===== config.mk =====
export PLATFORM = sky130hd
export DESIGN_NAME = icache_fill_sched
export DESIGN_NICKNAME = d
export VERILOG_FILES = /design/src/rtl/icache_fill_sched.sv
export SDC_FILE = /design/constraint.sdc
export NUM_CORES = 1
export LEC_CHECK = 0
export BUFFER_PORTS_ARGS = -buffer_cell sky130_fd_sc_hd__buf_2
export CAP_MARGIN = 20
export CELL_PAD_IN_SITES_DETAIL_PLACEMENT = 2
export CELL_PAD_IN_SITES_GLOBAL_PLACEMENT = 2
export CORE_MARGIN = 2
export CORE_UTILIZATION = 23
export CTS_CLUSTER_DIAMETER = 40
export CTS_CLUSTER_SIZE = 12
export DETAILED_ROUTE_END_ITERATION = 8
export GPL_TIMING_DRIVEN = 0
export HOLD_SLACK_MARGIN = 0.1
export PLACE_DENSITY_LB_ADDON = 0.12
export SYNTH_ARGS = -nofsm -noshare
export SYNTH_HDL_FRONTEND = slang
export SYNTH_SLANG_ARGS = --single-unit

===== constraint.sdc =====
create_clock -name clk -period 2.8 [get_ports clk]
set_input_delay 0.14 -clock clk [delete_from_list [all_inputs] [get_ports clk]]
set_output_delay 0.14 -clock clk [all_outputs]
set_load 0.03 [all_outputs]

===== src/rtl/icache_fill_sched.sv =====
// Instruction-cache fill scheduler: arbitrates demand/prefetch requests into the request
// queue and replays queued lines as memory bursts. Optional macro: ICACHE_FILL_DEDUP_EN.
`timescale 1ns/1ps

// state    | meaning
// ST_IDLE  | waiting for a queued line; pops the head when the queue is not empty
// ST_ISSUE | burst request held on the memory port until accepted
// ST_DATA  | writing returned beats into the cache line
module icache_fill_sched #(
  parameter int ADDRBITS     = 32,
  parameter int DATABITS     = 32,
  parameter int QUEUECNTBITS = 3
) (
  input  logic                clk,
  input  logic                reset_n,
  input  logic                dem_req,
  input  logic [ADDRBITS-1:0] dem_addr,
  input  logic [1:0]          dem_wordlen,
  output logic                dem_ack,
  input  logic                pf_req,
  input  logic [ADDRBITS-1:0] pf_addr,
  output logic                pf_ack,
  output logic                queue_push,
  output logic [ADDRBITS-1:0] queue_in_addr,
  output logic [1:0]          queue_in_wordlen,
  output logic                queue_pop,
  input  logic [ADDRBITS-1:0] queue_out_addr,
  input  logic [1:0]          queue_out_wordlen,
  input  logic                queue_not_empty,
  output logic                mem_rd_req,
  output logic [ADDRBITS-1:0] mem_rd_addr,
  output logic [1:0]          mem_rd_len,
  input  logic                mem_rd_ack,
  input  logic                mem_rdata_valid,
  input  logic [DATABITS-1:0] mem_rdata,
  output logic                fill_we,
  output logic [ADDRBITS-1:0] fill_addr,
  output logic [DATABITS-1:0] fill_data,
  output logic                fill_done
);

  localparam int QUEUESIZE = 2**QUEUECNTBITS;
  localparam logic [QUEUECNTBITS-1:0] CNT_DEM_LIM = QUEUECNTBITS'(QUEUESIZE-1);
  localparam logic [QUEUECNTBITS-1:0] CNT_PF_LIM  = QUEUECNTBITS'(QUEUESIZE-2);
  localparam logic [ADDRBITS-1:0]     WORD_BYTES  = ADDRBITS'(DATABITS/8);

  typedef enum logic [1:0] {ST_IDLE, ST_ISSUE, ST_DATA} state_t;

  state_t                  r_state;
  state_t                  w_state_nxt;
  logic [QUEUECNTBITS-1:0] r_cnt;
  logic [ADDRBITS-1:0]     r_addr;
  logic [ADDRBITS-1:0]     r_fill_addr;
  logic [1:0]              r_len;
  logic [1:0]              r_beat_left;
  logic                    r_fill_done;

  logic                    w_dem_grant;
  logic                    w_pf_grant;
  logic                    w_grant;
  logic                    w_dup;
  logic [ADDRBITS-1:0]     w_req_addr;
  logic [1:0]              w_req_len;

  // Grants are gated by reset_n so every output reads zero while reset is held.
  assign w_dem_grant = reset_n & dem_req & (r_cnt < CNT_DEM_LIM);
  assign w_pf_grant  = reset_n & ~w_dem_grant & pf_req & (r_cnt < CNT_PF_LIM);
  assign w_grant     = w_dem_grant | w_pf_grant;
  assign w_req_addr  = w_dem_grant ? dem_addr : pf_addr;
  assign w_req_len   = w_dem_grant ? dem_wordlen : 2'd3;

`ifdef ICACHE_FILL_DEDUP_EN
  logic [ADDRBITS-5:0] r_last_line;

  assign w_dup = ((r_state != ST_IDLE) && (w_req_addr[ADDRBITS-1:4] == r_addr[ADDRBITS-1:4])) ||
                 ((r_cnt != '0) && (w_req_addr[ADDRBITS-1:4] == r_last_line));

  always_ff @(posedge clk or negedge reset_n) begin
    if (!reset_n) begin
      r_last_line <= '0;
    end else if (queue_push) begin
      r_last_line <= queue_in_addr[ADDRBITS-1:4];
    end
  end
`else
  assign w_dup = 1'b0;
`endif

  assign dem_ack          = w_dem_grant;
  assign pf_ack           = w_pf_grant;
  assign queue_push       = w_grant & ~w_dup;
  assign queue_in_addr    = queue_push ? w_req_addr : '0;
  assign queue_in_wordlen = queue_push ? w_req_len : 2'd0;
  assign fill_done        = r_fill_done;

  always_ff @(posedge clk or negedge reset_n) begin
    if (!reset_n) begin
      r_cnt <= '0;
    end else if (queue_push && !queue_pop) begin
      r_cnt <= r_cnt + 1'b1;
    end else if (!queue_push && queue_pop) begin
      r_cnt <= r_cnt - 1'b1;
    end
  end

  always_ff @(posedge clk or negedge reset_n) begin
    if (!reset_n) begin
      r_state <= ST_IDLE;
    end else begin
      r_state <= w_state_nxt;
    end
  end

  always_comb begin
    w_state_nxt = r_state;
    queue_pop   = 1'b0;
    mem_rd_req  = 1'b0;
    mem_rd_addr = '0;
    mem_rd_len  = 2'd0;
    fill_we     = 1'b0;
    fill_addr   = '0;
    fill_data   = '0;
    case (r_state)
      ST_IDLE: begin
        if (queue_not_empty && reset_n) begin
          queue_pop   = 1'b1;
          w_state_nxt = ST_ISSUE;
        end
      end
      ST_ISSUE: begin
        mem_rd_req  = 1'b1;
        mem_rd_addr = r_addr;
        mem_rd_len  = r_len;
        if (mem_rd_ack) begin
          w_state_nxt = ST_DATA;
        end
      end
      ST_DATA: begin
        if (mem_rdata_valid) begin
          fill_we   = 1'b1;
          fill_addr = r_fill_addr;
          fill_data = mem_rdata;
          if (r_beat_left == 2'd0) begin
            w_state_nxt = ST_IDLE;
          end
        end
      end
      default: w_state_nxt = ST_IDLE;
    endcase
  end

  // Beats remaining counts down to the terminal beat; the fill address wraps naturally.
  always_ff @(posedge clk or negedge reset_n) begin
    if (!reset_n) begin
      r_addr      <= '0;
      r_len       <= 2'd0;
      r_fill_addr <= '0;
      r_beat_left <= 2'd0;
      r_fill_done <= 1'b0;
    end else begin
      r_fill_done <= 1'b0;
      case (r_state)
        ST_IDLE: begin
          if (queue_pop) begin
            r_addr      <= queue_out_addr;
            r_len       <= queue_out_wordlen;
            r_fill_addr <= queue_out_addr;
            r_beat_left <= queue_out_wordlen;
          end
        end
        ST_DATA: begin
          if (mem_rdata_valid) begin
            r_fill_addr <= r_fill_addr + WORD_BYTES;
            r_beat_left <= r_beat_left - 2'd1;
            if (r_beat_left == 2'd0) begin
              r_fill_done <= 1'b1;
            end
          end
        end
        default: ;
      endcase
    end
  end

endmodule


==> reports/qor.txt <==
status: finished clean
cell taking the most area after synthesis: dfrtp_1
Critical Path AT: 2410 ps
FP Rows: 52
overflow left after global routing: 0
crit start category: flop
Simple-Gate Fraction of Synth Area: 34.7%
die width: 146 um
number of synthesized flops with an enable pin: 0
fraction of power consumed by the clock network: 20.7%
Max Cap Viol: 0
initial core utilization: 23.3%
IO Count: 278
Tmin final: 2550 ps
crit path max-delay cell type: clkbuf_1
WL/cell: 20.5 um
top cells by area, synth: dfrtp_1, nand2_1, and3_1
Synth cell types: 58
RSZ-0062 raised after global routing: false
final count of negative-setup-slack endpoints: 0
cell chain of the critical path: nand2_1 -> nand3_1 -> nor2_1 -> clkbuf_1 -> a22o_1 -> buf_2
largest fanout on the critical path: 10
Worst Skew: 9.03 ps
Remaining DRCs: 0
Mapped Area: 4660 um2
Synth Area in Adders: 1.23%
Slew Limit Fails: 0
setup_tns: 0 ps
final-stage net count: 1046
Synth Area in Compound Gates: 18.0%
Total GRT Usage: 22.4%
Final HPWL DP: 18500 um
H-tree lvl count: 3
Core Region: 20000 um2
Most used DFF post-synth: dfrtp_1
Pre-Repair DR Iteration Count: 4
Worst Tran Pin Value: 669 ps
sequential share of power: 29.7%
Synth warnings: 0
Die Y: 146 um
Die ar.: 21400 um2
vias in the first global route: 6368
post-synthesis area per instance: 8.16 um2
Max Freq: 392 MHz
Power, Total: 7.05 mW
Port-buffer cells: 277
post-CTS setup buffer count: 0
Synth async-reset ratio: 100%
crit-path max cell delay: 490 ps
Worst slew margin: 55.4%
Gate power share: 49.5%
DR vias/cell: 4.82
register area share after synthesis: 39.7%
HP Class: in -> reg
Final GP Congestion: 0.887
Filler Cell Count: 2357
number of DRC markers in iteration 0: 173
Post-Route WL: 24100 um
fin cells: 1178
Int Power: 3.71 mW
maximum VDD drop: 0.322 mV
mux cell area share after synthesis: 0.886%
Clock Latency Late Sink: 350 ps
Clock Tree Buf Depth: 2
Post-Place Cells: 1119
P_leak: 4.04 nW
CTS tree: yes
Crit Path Category: reg -> out
clock root buffer: clkbuf_16
Final period util: 91.0%
first-pass GRT wire length: 37300 um
switch share: 47.3%
Synth Area in XOR/XNOR: 0.564%
Mapped Nets: 714
Crit. End Element: primary output
Num CTS Buffers: 9
Syn Inst Count: 571
vias: 5673
cell area power density: 967 nW/um2
Antenna Nets Post-Route: 0
largest family of logic cells by synthesized area: simple AND/OR/NAND/NOR gates
largest net degree at the start of global routing: 41
initial antenna violation count: 0
commonest non-fill, non-tap cell in the layout: buf_2
share of cells above drive strength 1: 35.9%
register clock-pin slew on the reported worst setup and hold paths: 70 ps
Layout Utilization: 36.4%
CTS sink cnt: 74
P_sw: 3.34 mW
Worst EP required: 2660 ps
most frequent cells in the layout: buf_2, nand2_1, dfrtp_1
Synth top area share: 39.7%
area grow syn2layout: 56.4%
antenna fix cells: 0
Fin. Hold Viols: 0
Synth Register Bits: 74
-- cell usage after synthesis (5+ instances only) --
cell type,count
and2_1,34
inv_1,9
dfrtp_1,74
nand2_1,137
a22o_1,33
o22ai_1,10
o211ai_1,5
nand3_1,22
o21ai_0,20
nor2_1,16
nand4_1,5
a2bb2oi_1,6
a21oi_1,30
clkbuf_1,36
and3_1,65
-- layout make-up --
type	count	area (um2)	share of cell area [%]
Clock buffer	9	225	3.09
Tap cell	270	338	4.63
Buffer	44	198	2.71
Inverter	9	33.8	0.463
Sequential cell	74	1850	25.4
Multi-Input combinational cell	444	2600	35.7
Timing Repair Buffer	321	1900	26.1
Clock inverter	7	141	1.94
-- through the flow --
step	hold slack (ps)	worst slack (ps)	cell area, um2
after detailed placement	161	-598	6420
after floorplan	-156	132	4660
final	303	251	7290
after CTS	289	109	7280
after global placement	356	-1260	6390
after global routing	313	69.5	7290
-- logic make-up (layout without fill, tap and decap cells) --
family / count (synthesis) / in the layout
muxes: 4 / 4
buffers and inverters: 53 / 390
DFF: 74 / 74
and+or+nand+nor: 310 / 310
AOI/OAI and AO/OA: 123 / 123
adders and majority gates: 4 / 4
xor gates and xnor gates: 3 / 3
-- power groups by stage --
stage / Sequential (mW) / Clock (mW) / Combinational, mW
floorplan: 1.92 / 0 / 2.32
global placement: 2.06 / 0 / 3.31
detailed placement: 2.10 / 0 / 3.45
CTS: 2.09 / 1.50 / 3.54
global route: 2.19 / 1.54 / 3.85
finish: 2.10 / 1.46 / 3.49
-- per-layer routing --
metal  track usage (%)  up-vias  wire length [um]
met2              40.2      119             12600
met3              3.44       21               793
met4              4.95        0               286
met1              28.5     2852             10500
li1                  -     2681                 -
met5                 0        -                 0
-- path summary, 6_finish.rpt --
path                                  from                end  slack [ps]  cells past startpoint
min reg2reg                       r_len[0]           r_len[0]         470                      2
max                               r_cnt[1]  queue_in_addr[15]         250                      6
min in group asynchronous          reset_n     r_fill_addr[2]         660                      6
max in group asynchronous          reset_n         r_addr[17]        1900                      6
min                        mem_rdata_valid    r_fill_addr[19]         300                      4
max reg2reg                     r_state[1]           r_cnt[1]         260                      8
-- worst max-delay path: cells and delay by family (launching register included) --
family | cells | cell delay (ps)
AO/OA/AOI/OAI | 1 | 280
AND/OR/NAND/NOR | 3 | 620
buffers and inverters | 2 | 710
flip-flops | 1 | 450
-- sequential cells by signal, summed over array words and instances (netlist names) --
register     cells
r_addr          32
r_fill_addr     32
r_cnt            3
r_beat_left      2
r_len            2
r_state          2
fill_done        1
-- repair_timing --
| action | CTS | global route |
|---|---|---|
| setup endpoints to repair | 3 | 3 |
| endpoints found under the hold margin | 122 | 0 |
| resized for setup | 4 | 2 |
| hold buffers | 42 | 0 |
| cloned | 0 | 0 |
Note: power is estimated with default switching activity, not from simulation.
